[src/rtl/match_expander_pkg.sv]
// ---------------------------------------------------------------------------
// match_expander_pkg
// Shared beezip parameter package: token field widths, default history and
// match-length sizes, match-length encoder constants, the expander state
// type and the offset-legality helper used by the match expander.
// ---------------------------------------------------------------------------
package match_expander_pkg;

    // Default sizing of the back-reference history and of the length field.
    localparam int HIST_ADDR_WIDTH_DEF = 6;
    localparam int MATCH_LEN_WIDTH_DEF = 5;

    // Token field widths.
    localparam int LITERAL_WIDTH    = 8;
    localparam int OFFSET_WIDTH_DEF = HIST_ADDR_WIDTH_DEF + 1;

    // Match-length encoder constants shared with the compressor side.
    localparam int MIN_MATCH_LEN  = 3;
    localparam int MAX_MATCH_LEN  = (1 << MATCH_LEN_WIDTH_DEF) - 1;
    localparam int LEN_CODE_WIDTH = MATCH_LEN_WIDTH_DEF;

    // Expander control states.
    typedef enum logic [0:0] {
        ST_IDLE = 1'b0,
        ST_COPY = 1'b1
    } exp_state_t;

    // A back-reference is legal only if it points into bytes that have
    // actually been produced since reset.
    function automatic logic offset_legal(input int unsigned offset,
                                          input int unsigned fill);
        return (offset != 32'd0) && (offset <= fill);
    endfunction

endpackage

[src/rtl/match_hist_buf.sv]
// ---------------------------------------------------------------------------
// match_hist_buf
// History storage for the match expander: 2^ADDR_WIDTH bytes, one
// synchronous write port, one asynchronous read port, no reset (contents
// survive reset by design).
//   clk      : write clock, rising edge
//   wr_en    : write enable
//   wr_addr  : write address
//   wr_data  : write data
//   rd_addr  : read address
//   rd_data  : read data (combinational from rd_addr)
// ---------------------------------------------------------------------------
module match_hist_buf
    import match_expander_pkg::*;
#(
    parameter int ADDR_WIDTH = HIST_ADDR_WIDTH_DEF,
    parameter int DATA_WIDTH = LITERAL_WIDTH
) (
    input  logic                  clk,
    input  logic                  wr_en,
    input  logic [ADDR_WIDTH-1:0] wr_addr,
    input  logic [DATA_WIDTH-1:0] wr_data,
    input  logic [ADDR_WIDTH-1:0] rd_addr,
    output logic [DATA_WIDTH-1:0] rd_data
);

    logic [DATA_WIDTH-1:0] mem [0:(1 << ADDR_WIDTH)-1];

    // Byte write into the history ring.
    always_ff @(posedge clk) begin
        if (wr_en) begin
            mem[wr_addr] <= wr_data;
        end
    end

    assign rd_data = mem[rd_addr];

endmodule

[src/rtl/match_expander.sv]
// ---------------------------------------------------------------------------
// match_expander
// Expands a stream of literal / match tokens into bytes. Literals pass
// through with one cycle of latency; matches replay bytes from a sliding
// history window, one byte per cycle, including overlapping copies.
//   clk, rst      : clock (rising edge), asynchronous active-high reset
//   in_valid/ready: token handshake
//   in_is_match   : 1 = match token, 0 = literal token
//   in_literal    : literal byte
//   in_match_len  : match length in bytes
//   in_offset     : backward distance, legal 1..2^HIST_ADDR_WIDTH
//   in_last       : token ends the block
//   out_valid/ready, out_data, out_last : registered byte output
//   busy          : high while a match is being copied
//   err_offset    : sticky illegal-offset flag, cleared only by rst
// ---------------------------------------------------------------------------
module match_expander
    import match_expander_pkg::*;
#(
    parameter int HIST_ADDR_WIDTH = HIST_ADDR_WIDTH_DEF,
    parameter int MATCH_LEN_WIDTH = MATCH_LEN_WIDTH_DEF
) (
    input  logic                       clk,
    input  logic                       rst,
    input  logic                       in_valid,
    output logic                       in_ready,
    input  logic                       in_is_match,
    input  logic [LITERAL_WIDTH-1:0]   in_literal,
    input  logic [MATCH_LEN_WIDTH-1:0] in_match_len,
    input  logic [HIST_ADDR_WIDTH:0]   in_offset,
    input  logic                       in_last,
    output logic                       out_valid,
    input  logic                       out_ready,
    output logic [LITERAL_WIDTH-1:0]   out_data,
    output logic                       out_last,
    output logic                       busy,
    output logic                       err_offset
);

    localparam logic [HIST_ADDR_WIDTH:0]   FILL_MAX = {1'b1, {HIST_ADDR_WIDTH{1'b0}}};
    localparam logic [HIST_ADDR_WIDTH:0]   FILL_ONE = {{HIST_ADDR_WIDTH{1'b0}}, 1'b1};
    localparam logic [HIST_ADDR_WIDTH-1:0] PTR_ONE  = {{(HIST_ADDR_WIDTH-1){1'b0}}, 1'b1};
    localparam logic [MATCH_LEN_WIDTH-1:0] LEN_ONE  = {{(MATCH_LEN_WIDTH-1){1'b0}}, 1'b1};
    localparam logic [MATCH_LEN_WIDTH-1:0] LEN_ZERO = {MATCH_LEN_WIDTH{1'b0}};

    exp_state_t                 state, state_nxt;
    logic                       out_valid_nxt, out_last_nxt, err_nxt;
    logic [LITERAL_WIDTH-1:0]   out_data_nxt;
    logic [HIST_ADDR_WIDTH-1:0] wr_ptr, wr_ptr_nxt, rd_ptr, rd_ptr_nxt;
    logic [HIST_ADDR_WIDTH:0]   fill, fill_nxt, fill_inc;
    logic [MATCH_LEN_WIDTH-1:0] remain, remain_nxt;
    logic                       last_q, last_q_nxt;
    logic                       slot_free;
    logic                       hist_we;
    logic [LITERAL_WIDTH-1:0]   hist_wdata, hist_rdata;

    // The output register can take a new byte when it is empty or being drained.
    assign slot_free = !out_valid || out_ready;
    assign in_ready  = (state == ST_IDLE) && slot_free;
    assign busy      = (state == ST_COPY);
    // fill counts valid history bytes and saturates at the window size.
    assign fill_inc  = (fill == FILL_MAX) ? fill : (fill + FILL_ONE);

    match_hist_buf #(
        .ADDR_WIDTH (HIST_ADDR_WIDTH),
        .DATA_WIDTH (LITERAL_WIDTH)
    ) u_hist (
        .clk     (clk),
        .wr_en   (hist_we),
        .wr_addr (wr_ptr),
        .wr_data (hist_wdata),
        .rd_addr (rd_ptr),
        .rd_data (hist_rdata)
    );

    // Next-state and datapath decode; nothing moves unless the output slot is free.
    always_comb begin
        state_nxt     = state;
        out_valid_nxt = out_valid;
        out_data_nxt  = out_data;
        out_last_nxt  = out_last;
        err_nxt       = err_offset;
        wr_ptr_nxt    = wr_ptr;
        rd_ptr_nxt    = rd_ptr;
        fill_nxt      = fill;
        remain_nxt    = remain;
        last_q_nxt    = last_q;
        hist_we       = 1'b0;
        hist_wdata    = hist_rdata;
        if (slot_free) begin
            // Any held byte has been taken; only a newly generated byte re-arms valid.
            out_valid_nxt = 1'b0;
            out_last_nxt  = 1'b0;
            case (state)
                ST_IDLE: begin
                    if (!in_valid) begin
                        state_nxt = ST_IDLE;
                    end else if (!in_is_match) begin
                        out_valid_nxt = 1'b1;
                        out_data_nxt  = in_literal;
                        out_last_nxt  = in_last;
                        hist_we       = 1'b1;
                        hist_wdata    = in_literal;
                        wr_ptr_nxt    = wr_ptr + PTR_ONE;
                        fill_nxt      = fill_inc;
                    end else if (!offset_legal(32'(in_offset), 32'(fill))) begin
                        err_nxt = 1'b1;
                    end else if (in_match_len == LEN_ZERO) begin
                        state_nxt = ST_IDLE;
                    end else begin
                        // Offset equal to the window size wraps onto wr_ptr itself,
                        // which still holds the byte written one window ago.
                        rd_ptr_nxt = wr_ptr - in_offset[HIST_ADDR_WIDTH-1:0];
                        remain_nxt = in_match_len;
                        last_q_nxt = in_last;
                        state_nxt  = ST_COPY;
                    end
                end
                ST_COPY: begin
                    // The copied byte is written back so overlapping copies see it.
                    out_valid_nxt = 1'b1;
                    out_data_nxt  = hist_rdata;
                    out_last_nxt  = last_q && (remain == LEN_ONE);
                    hist_we       = 1'b1;
                    hist_wdata    = hist_rdata;
                    rd_ptr_nxt    = rd_ptr + PTR_ONE;
                    wr_ptr_nxt    = wr_ptr + PTR_ONE;
                    fill_nxt      = fill_inc;
                    remain_nxt    = remain - LEN_ONE;
                    if (remain == LEN_ONE) begin
                        state_nxt = ST_IDLE;
                    end else begin
                        state_nxt = ST_COPY;
                    end
                end
                default: begin
                    state_nxt = ST_IDLE;
                end
            endcase
        end else begin
            state_nxt = state;
        end
    end

    // Control state register.
    always_ff @(posedge clk or posedge rst) begin
        if (rst) begin
            state <= ST_IDLE;
        end else begin
            state <= state_nxt;
        end
    end

    // Datapath and output registers.
    always_ff @(posedge clk or posedge rst) begin
        if (rst) begin
            out_valid  <= 1'b0;
            out_data   <= {LITERAL_WIDTH{1'b0}};
            out_last   <= 1'b0;
            err_offset <= 1'b0;
            wr_ptr     <= {HIST_ADDR_WIDTH{1'b0}};
            rd_ptr     <= {HIST_ADDR_WIDTH{1'b0}};
            fill       <= {(HIST_ADDR_WIDTH+1){1'b0}};
            remain     <= {MATCH_LEN_WIDTH{1'b0}};
            last_q     <= 1'b0;
        end else begin
            out_valid  <= out_valid_nxt;
            out_data   <= out_data_nxt;
            out_last   <= out_last_nxt;
            err_offset <= err_nxt;
            wr_ptr     <= wr_ptr_nxt;
            rd_ptr     <= rd_ptr_nxt;
            fill       <= fill_nxt;
            remain     <= remain_nxt;
            last_q     <= last_q_nxt;
        end
    end

endmodule

[config.mk]
export PLATFORM = sky130hd
export DESIGN_NAME = match_expander
export DESIGN_NICKNAME = d
export VERILOG_FILES = /design/src/rtl/match_expander_pkg.sv /design/src/rtl/match_hist_buf.sv /design/src/rtl/match_expander.sv
export SDC_FILE = /design/constraint.sdc
export NUM_CORES = 1
export LEC_CHECK = 0
export CAP_MARGIN = 10
export CORE_MARGIN = 2
export CORE_UTILIZATION = 30
export DETAILED_ROUTE_END_ITERATION = 10
export PLACE_DENSITY_LB_ADDON = 0.12
export SYNTH_ARGS = -nofsm -noshare
export SYNTH_HDL_FRONTEND = slang
export SYNTH_HIERARCHICAL = 1
export SYNTH_SLANG_ARGS = --single-unit
[constraint.sdc]
create_clock -name clk -period 3.3 [get_ports clk]
set_input_delay 0.66 -clock clk [delete_from_list [all_inputs] [get_ports clk]]
set_output_delay 0.66 -clock clk [all_outputs]
set_load 0.02 [all_outputs]
==> metrics.md, run 1 <==
| Metric | Value |
|---|---|
| FMAX | `slightly above 0.3 GHz` |
| Yosys top cell area share | `0.686` |
| CTS H-tree lvls | `2` |
| Router iterations before antenna repair | `7` |
| RSZ-0062 raised after global routing | `false` |
| Pre-CTS setup slack | `-0.111 ns` |
| Most frequent cell after synthesis | `edfxtp_1` |
| Crit path DAT | `about 3.6 ns` |
| Final hold violations | `0` |
| Multiplexer area fraction after synthesis | `0.153` |
| Seq/Total Area, Yosys | `0.727` |
| LEAKAGE | `around 9.1 nW` |
| Share of cells above drive strength 1 | `0.291` |
| Max_cap viols | `0` |
| Post-synth ARST share | `0.0674` |
| CTS buffer count | `60` |
| Clock Sinks | `~550` |
| Row cnt | `100` |
| Hold WC Path Type | `in2async` |
| Reg-to-reg startpoint | `rd_ptr[0]` |
| R2R cell count | `9` |
| Area delta synth->final | `21.6%` |
| Grt total ovfl | `0` |
| Syn nets | `1233` |
| Total number of vias | `between 10000 and 15000` |
| Status | `completed` |
| Most used DFF post-synth | `edfxtp_1` |
| Commonest cells post-synth | `edfxtp_1 (512), mux4_2 (126), nor2_1 (94)` |
| Post-Route Setup TNS | `0 ns` |
| Utilization after layout | `0.367` |
| Initial antenna violation count | `0` |
| Minimum clock period | `about 3.2 ns` |
| Core region area | `~0.074 mm^2` |
| Final instance area | `0.0273 mm^2` |
| Post-CTS Hold Buffers | `0` |
| Yosys top cell by area | `edfxtp_1` |
| Synth Area in Compound Gates | `0.0367` |
| Die height | `277 um` |
| Clock-pin slew on the worst setup and hold paths | `approximately 0.06 ns` |
| First-pass GRT wire length | `between 80 and 90 mm` |
| R2r endpoint | `u_hist/mem[54][3]` |
| Max-slew violations | `0` |
| Power, Total | `roughly 29 mW` |
| Gpl congestion | `between 0.7 and 0.8` |
| Syn_area_per_cell | `18.9 um^2` |
| Tcrit/Tclk final | `0.977` |
| Vias per cell | `4.92` |
| Gate Count Post-Synth | `between 1000 and 1500` |
| Final Routed Wirelength | `59.7 mm` |
| Routed len/inst | `between 20 and 25 um` |
| Die Span X | `around 280 um` |
| Vias in the first global route | `~12000` |
| Simple-Gate Fraction of Synth Area | `0.0465` |
| Cell Pwr Density | `about 1100 mW/mm^2` |
| Largest net degree at the start of global routing | `45` |
| Later-pin clock latency in the skew report | `roughly 0.63 ns` |
| CTS tree | `built` |
| Worst VDD drop | `around 0.65 mV` |
| CTS root buf | `clkbuf_16` |
| Hpwl dp | `40.0 mm` |
| 1st-iter DRT viols | `about 1000` |
| # IOs | `39` |
| Residual DRC count | `0` |
| Number of nets with antenna violations after routing | `0` |
| Number of synthesized flops with an enable pin | `~510` |
| Mapped Area | `approximately 0.022 mm^2` |
| Kind of critical path | `reg2reg` |
| Xor-xnor portion of the synthesized cell area | `0.00547` |
| CP startpoint kind | `flop` |
| Dpl cell area | `0.0252 mm^2` |
| Max Root-Sink Buffers | `3` |
| Setup WS post-layout | `0.0775 ns` |
| Synth area leaders | `edfxtp_1 (69%), mux4_2 (13%), dfrtp_1 (4.1%), nor2_1 (1.6%), mux2i_1 (1.4%)` |
| YS warnings | `6` |
| Largest family of logic cells by synthesized area | `multiplexers` |
| Worst rel slew slack | `0.496` |
| Die Area | `~0.077 mm^2` |
| CP endpoint kind | `flop` |
| R2r setup slk | `just under 0.08 ns` |
| Post-synthesis adder-cell area fraction | `0.0109` |
| GRT Util Overall | `0.157` |
| Number of distinct library cells after synthesis | `58` |
| Final net count | `around 1400` |
| Worst EP required | `about 3.6 ns` |
| Worst Path Max Fanout | `44` |
| Initial core utilization | `0.302` |
| Register bit total from synthesis | `approximately 550` |
| Setup-failing EPs final | `0` |
| Clock Skew | `roughly 0.027 ns` |
| # port buffers | `38` |
| Worst-margin pin slew | `approximately 0.76 ns` |
-- critical path: stages, from the launching register on --
cell and delay, ns:
dfrtp_4 0.44, buf_12 0.12, buf_12 0.14, buf_4 0.17
mux4_2 0.55, mux4_2 0.53, o21ai_1 0.20, o41ai_1 0.15
mux2_2 0.38, buf_12 0.19
-- state kept, by name, summed over array words and instances (netlist names) --
name and flops:
u_hist/mem 512, out_data 8, fill 7, rd_ptr 6
wr_ptr 6, remain 5, busy 1, err_offset 1
last_q 1, out_last 1, out_valid 1
-- cell type report --
type | count | area [um^2]
inverter | 23 | 86.3
sequential | 549 | 16300
clock buffer | 86 | 1660
multi-input combinational | 555 | 5690
fill | 6886 | 46900
timing repair buffer | 211 | 2010
antenna | 1 | 2.50
clock inverter | 27 | 293
tap | 969 | 1210
-- power breakdown --
part           leakage, nW  switching [mW]  internal, mW
Sequential            5.05           0.489          10.5
Combinational         3.08            6.56          4.59
Clock                0.946            2.75          3.89
-- layout by cell type (no fill, tap or decap), drive strengths merged, types with 14 or more instances in the layout --
cell type and n:
edfxtp 512, buf 173, mux4 126, nor2 94, clkbuf 86, nand2 39
clkdlybuf4s50 38, dfrtp 37, mux2i 32, inv 25, mux2 24, o21ai 24
nand3 21, ha 18, clkinv 18, nor2b 16, a21oi 14
-- cell families after synthesis --
| group | after synthesis |
|---|---|
| flip-flops | 549 |
| AND/OR/NAND/NOR | 224 |
| XOR/XNOR | 14 |
| multiplexers | 182 |
| AO/OA/AOI/OAI | 116 |
| buffers and inverters | 84 |
| adder cells (fa/ha/maj) | 19 |
-- per-stage QoR --
stage	cells	hold slack (ns)
2_1_floorplan	1188	0.466
3_3_place_gp	2304	0.470
3_5_place_dp	2304	0.461
4_1_cts	2420	0.441
5_1_grt	2420	0.507
6_report	2421	0.452
-- layer usage --
metal,track usage,share of wire,vias to the layer above
met1,0.226,0.47,6302
met5,0,0,-
met4,0.0426,0.024,0
met3,0.0218,0.039,76
met2,0.248,0.46,245
li1,-,-,5277
-- what timing repair did --
item	4_1_cts	5_1_grt
gates cloned	0	0
buffers inserted	3	0
endpoints found under the setup margin	309	253
gates resized for setup	2	7
-- worst max-delay path by stage --
stage | cells past startpoint | slack [ns] | to | startpoint
floorplan | 7 | 0.46 | u_hist/mem[0][3] | rd_ptr[0]
global placement | 8 | -0.09 | u_hist/mem[54][5] | rd_ptr[0]
detailed placement | 8 | -0.11 | u_hist/mem[54][5] | rd_ptr[0]
CTS | 9 | 0.01 | u_hist/mem[0][5] | rd_ptr[0]
global route | 9 | 0.006 | u_hist/mem[54][3] | rd_ptr[0]
finish | 9 | 0.08 | u_hist/mem[54][3] | rd_ptr[0]
Power figures use the tool's default switching activity.
==> run 2, diff against run 1 <==
--- a/config.mk
+++ b/config.mk
@@ -8,6 +8,7 @@
 export CAP_MARGIN = 10
 export CORE_MARGIN = 2
 export CORE_UTILIZATION = 30
+export CTS_CLUSTER_SIZE = 10
 export DETAILED_ROUTE_END_ITERATION = 10
 export PLACE_DENSITY_LB_ADDON = 0.12
 export SYNTH_ARGS = -nofsm -noshare
==> constraint.sdc (replaced) <==
create_clock -name clk -period 3.86 [get_ports clk]
set_input_delay 0.772 -clock clk [delete_from_list [all_inputs] [get_ports clk]]
set_output_delay 0.772 -clock clk [all_outputs]
set_load 0.02 [all_outputs]
==> metrics.md, run 2 (synthesis gave the netlist of run 1 again) <==
| Metric | Value |
|---|---|
| Router iterations before antenna repair | `5 (-2)` |
| Final Routed Wirelength | `61.2 mm (+2.5%)` |
| Number of nets with antenna violations after routing | `0 (unchanged)` |
| Setup Buffers After CTS | `0 (-3)` |
| Grt total ovfl | `0 (unchanged)` |
| Power, Total | `23.7 mW (-18%)` |
| Setup-failing EPs final | `0 (unchanged)` |
| Vias in the first global route | `12300 (-1.2%)` |
| Gpl congestion | `0.759 (-1.0%)` |
| Tcrit/Tclk final | `0.881 (-0.0958)` |
| CTS tree | `built` |
| Max-slew violations | `0 (unchanged)` |
| Placed cells | `2274 (-1.3%)` |
| Area delta synth->final | `19.5%` |
| LEAKAGE | `8.83 nW (-2.8%)` |
| Post-Route Setup TNS | `0 ns (unchanged)` |
| Later-pin clock latency in the skew report | `0.60 ns (-0.03 ns)` |
| Hold Slack | `0.471 ns (+0.0190 ns)` |
| CP startpoint kind | `flop` |
| Largest stage delay, worst path | `0.64 ns (+0.09 ns)` |
| Minimum clock period | `3.40 ns (+0.177 ns)` |
| Core region area | `0.0742 mm^2 (unchanged)` |
| Clock-pin slew on the worst setup and hold paths | `0.06 ns (about the same)` |
| RSZ-0062 raised after global routing | `false` |
| Initial antenna violation count | `0 (unchanged)` |
| Share of cells above drive strength 1 | `0.268 (-0.0232)` |
| Crit-path cells | `buf_12 -> mux4_2 -> nor2b_1 -> a2111oi_0 -> buf_4 -> o41ai_1 -> mux2_2 -> buf_4` |
| Residual DRC count | `0 (unchanged)` |
| Most frequent cells in the layout | `edfxtp_1 (512), mux4_2 (126), buf_4 (125), nor2_1 (94), clkbuf_16 (68)` |
| Final instance area | `0.0268 mm^2 (-1.8%)` |
| Final net count | `1418 (-1.9%)` |
| Max_cap viols | `0 (unchanged)` |
| CP endpoint kind | `flop` |
| Slowest CP cell | `dfrtp_4` |
| Utilization after layout | `0.361 (-0.00656)` |
| Clock Skew | `0.0205 ns (-0.00645 ns)` |
| Dpl cell area | `0.0249 mm^2 (-1.3%)` |
| Die Span X | `277 um (unchanged)` |
| Max Root-Sink Buffers | `3 (unchanged)` |
| First-pass GRT wire length | `89.1 mm (+1.3%)` |
| 1st-iter DRT viols | `945 (-9.7%)` |
| Worst rel slew slack | `0.436 (-0.0596)` |
| Worst Path Max Fanout | `38 (-14%)` |
| R2r endpoint | `u_hist/mem[2][3]` |
| # fillers | `6904 (+0.26%)` |
| Post-CTS Hold Buffers | `0 (unchanged)` |
| GRT Util Overall | `0.161 (+0.00453)` |
| Crit path DAT | `3.71 ns (+0.15 ns)` |
| Hpwl dp | `40.3 mm (+0.72%)` |
| CTS root buf | `clkbuf_16` |
| Largest registers | `u_hist/mem: 512 flops, out_data: 8 flops, fill: 7 flops` |
| GRT met3 Usage | `0.0276 (+0.00581)` |
| Total number of vias | `11800 (-0.56%)` |
| Diodes inserted | `0 (-1)` |
| Worst EP required | `4.17 ns (+0.53 ns)` |
| Met1 GRT Util | `0.223 (-0.00241)` |
| Most Frequent Cell on Critical Path | `buf_4` |
| Setup WS post-layout | `0.460 ns (+0.383 ns)` |
| Worst-margin pin slew | `0.845 ns (+0.0894 ns)` |
| # IOs | `39 (unchanged)` |
| Clock Sinks | `549 (unchanged)` |
| Kind of critical path | `reg2reg` |
| Max reg flops | `512 (unchanged)` |
| R2R cell count | `8 (-1)` |
| Die Area | `0.0769 mm^2 (unchanged)` |
| Status | `completed` |
| Worst VDD drop | `0.573 mV (-12%)` |
| Non-Filler Instances | `2370 (-2.1%)` |
| Row cnt | `100 (unchanged)` |
| CTS buffer count | `66 (+10%)` |
| Most Crowded Layer GR | `met2` |
| Commonest non-fill, non-tap cell in the layout | `edfxtp_1` |
| Pre-CTS setup slack | `0.427 ns (+0.537 ns)` |
| Top reg by flops | `u_hist/mem` |
| Routed len/inst | `25.8 um (+4.7%)` |
| Largest net degree at the start of global routing | `41 (-8.9%)` |
| GRT met2 Usage | `0.260 (+0.0114)` |
| Vias per cell | `4.99 (+1.6%)` |
| Post-CTS sizing | `0 (-2)` |
| # port buffers | `38 (unchanged)` |
| Die height | `277 um (unchanged)` |
| FMAX | `0.294 GHz (-5.2%)` |
| CTS H-tree lvls | `3 (+1)` |
| Hold WC Path Type | `in2async` |
| Final hold violations | `0 (unchanged)` |
| Initial core utilization | `0.302 (unchanged)` |
| Cell Pwr Density | `884 mW/mm^2 (-16%)` |
| Reg-to-reg startpoint | `rd_ptr[0]` |
| R2r setup slk | `0.46 ns (+0.38 ns)` |
-- run 2: changes by cell type in the layout (fill, tap and decap cells not counted), sizes merged --
cell      delta
clkinvlp     -2
bufinv       -4
diode        -1
clkinv      -14
inv          +2
clkbuf       +1
buf         -33
-- run 2: area by class of cell --
type                       count  area, um^2  area share
inverter                      23        86.3     0.00322
timing repair buffer         178        1620      0.0605
clock inverter                 9         104     0.00388
clock buffer                  87        1780      0.0666
tap                          969        1210      0.0453
sequential                   549       16300       0.609
multi-input combinational    555        5660       0.211
-- run 2: worst max-delay path, delay by kind of cell (launching register included) --
| family | cells | cell delay, ns |
|---|---|---|
| simple gates | 1 | 0.15 |
| mux | 2 | 0.83 |
| buf+inv | 3 | 0.79 |
| compound gates | 2 | 0.63 |
| flops | 1 | 0.64 |
-- run 2: per-layer routing --
layer  vias up  wire [um]
met5         -          0
met4         0       1190
met3        65       2580
met2       281      29200
met1      6293      28200
li1       5194          -
-- run 2: power by group --
| group | internal, mW | switching, mW |
|---|---|---|
| Clock | 3.28 | 2.30 |
| Sequential | 8.96 | 0.597 |
| Combinational | 3.25 | 5.28 |
-- run 2: worst max path at each step --
stage	startpoint	endpoint	slack [ns]	cells past startpoint
2_1_floorplan	rd_ptr[0]	u_hist/mem[0][3]	1.02	7
3_3_place_gp	rd_ptr[0]	u_hist/mem[0][7]	0.48	7
3_5_place_dp	rd_ptr[1]	u_hist/mem[15][5]	0.43	7
4_1_cts	rd_ptr[1]	u_hist/mem[59][4]	0.44	7
5_1_grt	rd_ptr[0]	u_hist/mem[51][5]	0.22	8
6_report	rd_ptr[0]	u_hist/mem[2][3]	0.46	8
==> run 3, diff against run 2 <==
==> constraint.sdc (replaced) <==
create_clock -name clk -period 4.4 [get_ports clk]
set_input_delay 0.88 -clock clk [delete_from_list [all_inputs] [get_ports clk]]
set_output_delay 0.88 -clock clk [all_outputs]
set_load 0.02 [all_outputs]
==> metrics.md, run 3 (synthesis gave the netlist of run 1 again) <==
| Metric | Value |
|---|---|
| Largest registers | `u_hist/mem: 512 flops, out_data: 8 flops, fill: 7 flops` |
| Post-Route Setup TNS | `0 ns (unchanged)` |
| 1st-iter DRT viols | `1017 (+7.6%)` |
| Cell Pwr Density | `783 mW/mm^2 (-11%)` |
| Residual DRC count | `0 (unchanged)` |
| Post-CTS Hold Buffers | `0 (unchanged)` |
| Tcrit/Tclk final | `0.818 (-0.0631)` |
| Kind of critical path | `reg2reg` |
| Comb pwr share | `0.350 (-0.010)` |
| R2r setup slk | `0.80 ns (+0.34 ns)` |
| Initial antenna violation count | `0 (unchanged)` |
| Worst rel slew slack | `0.332 (-0.105)` |
| Hpwl dp | `38.7 mm (-4.1%)` |
| Max Root-Sink Buffers | `3 (unchanged)` |
| Slowest CP cell | `dfrtp_4` |
| Hold WC Path Type | `reg2reg` |
| Max_cap viols | `0 (unchanged)` |
| R2R cell count | `7 (-1)` |
| CTS root buf | `clkbuf_16` |
| CP startpoint kind | `flop` |
| Initial core utilization | `0.302 (unchanged)` |
| Largest net degree at the start of global routing | `65 (+59%)` |
| Non-Filler Instances | `2367 (-0.13%)` |
| Area delta synth->final | `19.5% (about the same)` |
| FMAX | `0.278 GHz (-5.5%)` |
| Max reg flops | `512 (unchanged)` |
| Dpl cell area | `0.0247 mm^2 (-0.64%)` |
| Clk network pwr share | `0.247 (+0.011)` |
| Worst-margin pin slew | `1.00 ns (+0.157 ns)` |
| Vias in the first global route | `12100 (-1.6%)` |
| Largest stage delay, worst path | `0.87 ns (+0.23 ns)` |
| Grt total ovfl | `0 (unchanged)` |
| Most Frequent Cell on Critical Path | `mux4_2` |
| Diodes inserted | `0 (unchanged)` |
| CTS H-tree lvls | `3 (unchanged)` |
| Die Span X | `277 um (unchanged)` |
| Pre-CTS setup slack | `0.779 ns (+0.353 ns)` |
| Routed len/inst | `25.5 um (-1.1%)` |
| Setup WS post-layout | `0.803 ns (+0.342 ns)` |
| Die height | `277 um (unchanged)` |
| Placed cells | `2261 (-0.57%)` |
| Clock Skew | `0.0257 ns (+0.00515 ns)` |
| Total number of vias | `11800 (-0.55%)` |
| Top reg by flops | `u_hist/mem` |
| Later-pin clock latency in the skew report | `0.59 ns (about the same)` |
| GRT Util Overall | `0.158 (-0.00307)` |
| Status | `completed` |
| Setup-failing EPs final | `0 (unchanged)` |
| # IOs | `39 (unchanged)` |
| Share of cells above drive strength 1 | `0.261 (-0.00658)` |
| Worst setup path endpoint | `u_hist/mem[38][7]` |
| Sequential share of power | `0.402 (-0.002)` |
| Utilization after layout | `0.361 (about the same)` |
| Worst Path Max Fanout | `40 (+5.3%)` |
| First-pass GRT wire length | `87.9 mm (-1.4%)` |
| Number of nets with antenna violations after routing | `0 (unchanged)` |
| Setup Buffers After CTS | `0 (unchanged)` |
| LEAKAGE | `8.82 nW (about the same)` |
| Router iterations before antenna repair | `5 (unchanged)` |
| Max-slew violations | `0 (unchanged)` |
| Crit-path cells | `buf_4 -> mux4_2 -> mux4_2 -> o21ai_0 -> nand2_1 -> mux2_2 -> buf_12` |
| CTS buffer count | `68 (+3.0%)` |
| Final Routed Wirelength | `60.5 mm (-1.2%)` |
| RSZ-0062 raised after global routing | `false` |
| Reg-to-reg startpoint | `rd_ptr[1]` |
| Most frequent cells in the layout | `edfxtp_1 (512), mux4_2 (126), buf_4 (117), nor2_1 (94), clkbuf_16 (73)` |
| NetSw | `7.24 mW (-12%)` |
| Crit path from | `rd_ptr[1]` |
| CP endpoint kind | `flop` |
| Worst EP required | `4.70 ns (+0.53 ns)` |
| Minimum clock period | `3.60 ns (+0.198 ns)` |
| # port buffers | `38 (unchanged)` |
| Commonest non-fill, non-tap cell in the layout | `edfxtp_1` |
| Clock-pin slew on the worst setup and hold paths | `0.05 ns (about the same)` |
| Sw Share | `0.345 (-0.000378)` |
| Vias per cell | `4.97 (-0.42%)` |
| Post-CTS sizing | `0 (unchanged)` |
| Crit path DAT | `3.90 ns (+0.19 ns)` |
| Final instance area | `0.0268 mm^2 (about the same)` |
| R2r endpoint | `u_hist/mem[38][7]` |
| # fillers | `6881 (-0.33%)` |
| Worst VDD drop | `0.598 mV (+4.4%)` |
| Clock Sinks | `549 (unchanged)` |
| Final hold violations | `0 (unchanged)` |
| Final net count | `1408 (-0.71%)` |
| CTS tree | `built` |
| Core region area | `0.0742 mm^2 (unchanged)` |
| Row cnt | `100 (unchanged)` |
| Die Area | `0.0769 mm^2 (unchanged)` |
| Total internal power | `13.7 mW (-11%)` |
| Gpl congestion | `0.758 (-0.14%)` |
## run 3: stage by stage
step | hold slack [ns] | power, mW
2_1_floorplan | 0.466 | 12.6
3_3_place_gp | 0.453 | 16.0
3_5_place_dp | 0.463 | 16.1
4_1_cts | 0.473 | 21.4
5_1_grt | 0.498 | 22.1
6_report | 0.470 | 21.0
## run 3: worst min path at each step
stage                from    endpoint  slack [ns]  cells past startpoint
3_3_place_gp   err_offset  err_offset        0.45                      1
6_report       err_offset  err_offset        0.47                      1
4_1_cts        err_offset  err_offset        0.47                      1
2_1_floorplan     fill[6]     fill[6]        0.47                      1
3_5_place_dp   err_offset  err_offset        0.46                      1
5_1_grt        err_offset  err_offset        0.50                      1
## run 3: metal layers
metal | track usage | vias up | wire length [um] | part of all wire
li1 | - | 5188 | - | -
met1 | 0.227 | 6207 | 28400 | 0.47
met2 | 0.246 | 304 | 28000 | 0.46
met3 | 0.0290 | 69 | 3050 | 0.050
met4 | 0.0446 | 0 | 1010 | 0.017
met5 | 0 | - | 0 | 0
## run 3: cell type report
type | count | area [um^2] | share of cell area
clock buffers | 93 | 1910 | 0.0714
clock inverters | 12 | 124 | 0.00462
inverters | 23 | 86.3 | 0.00322
multi-input cells | 555 | 5660 | 0.211
flip-flops and latches | 549 | 16300 | 0.609
well taps | 969 | 1210 | 0.0452
repair buffers | 166 | 1490 | 0.0555
## run 3: critical path, delay by kind of cell, from the launching register on
family | cells | cell delay, ns
buf+inv | 2 | 0.66
mux | 3 | 1.34
compound gates | 1 | 0.22
simple gates | 1 | 0.10
flops | 1 | 0.87
## run 3: power by group through the flow
| stage | Sequential, mW | Combinational, mW | Clock, mW |
|---|---|---|---|
| CTS | 8.46 | 7.56 | 5.37 |
| global placement | 8.56 | 7.47 | 0 |
| detailed placement | 8.56 | 7.55 | 0 |
| finish | 8.43 | 7.35 | 5.19 |
| floorplan | 8.22 | 4.42 | 0 |
| global route | 8.50 | 8.01 | 5.59 |
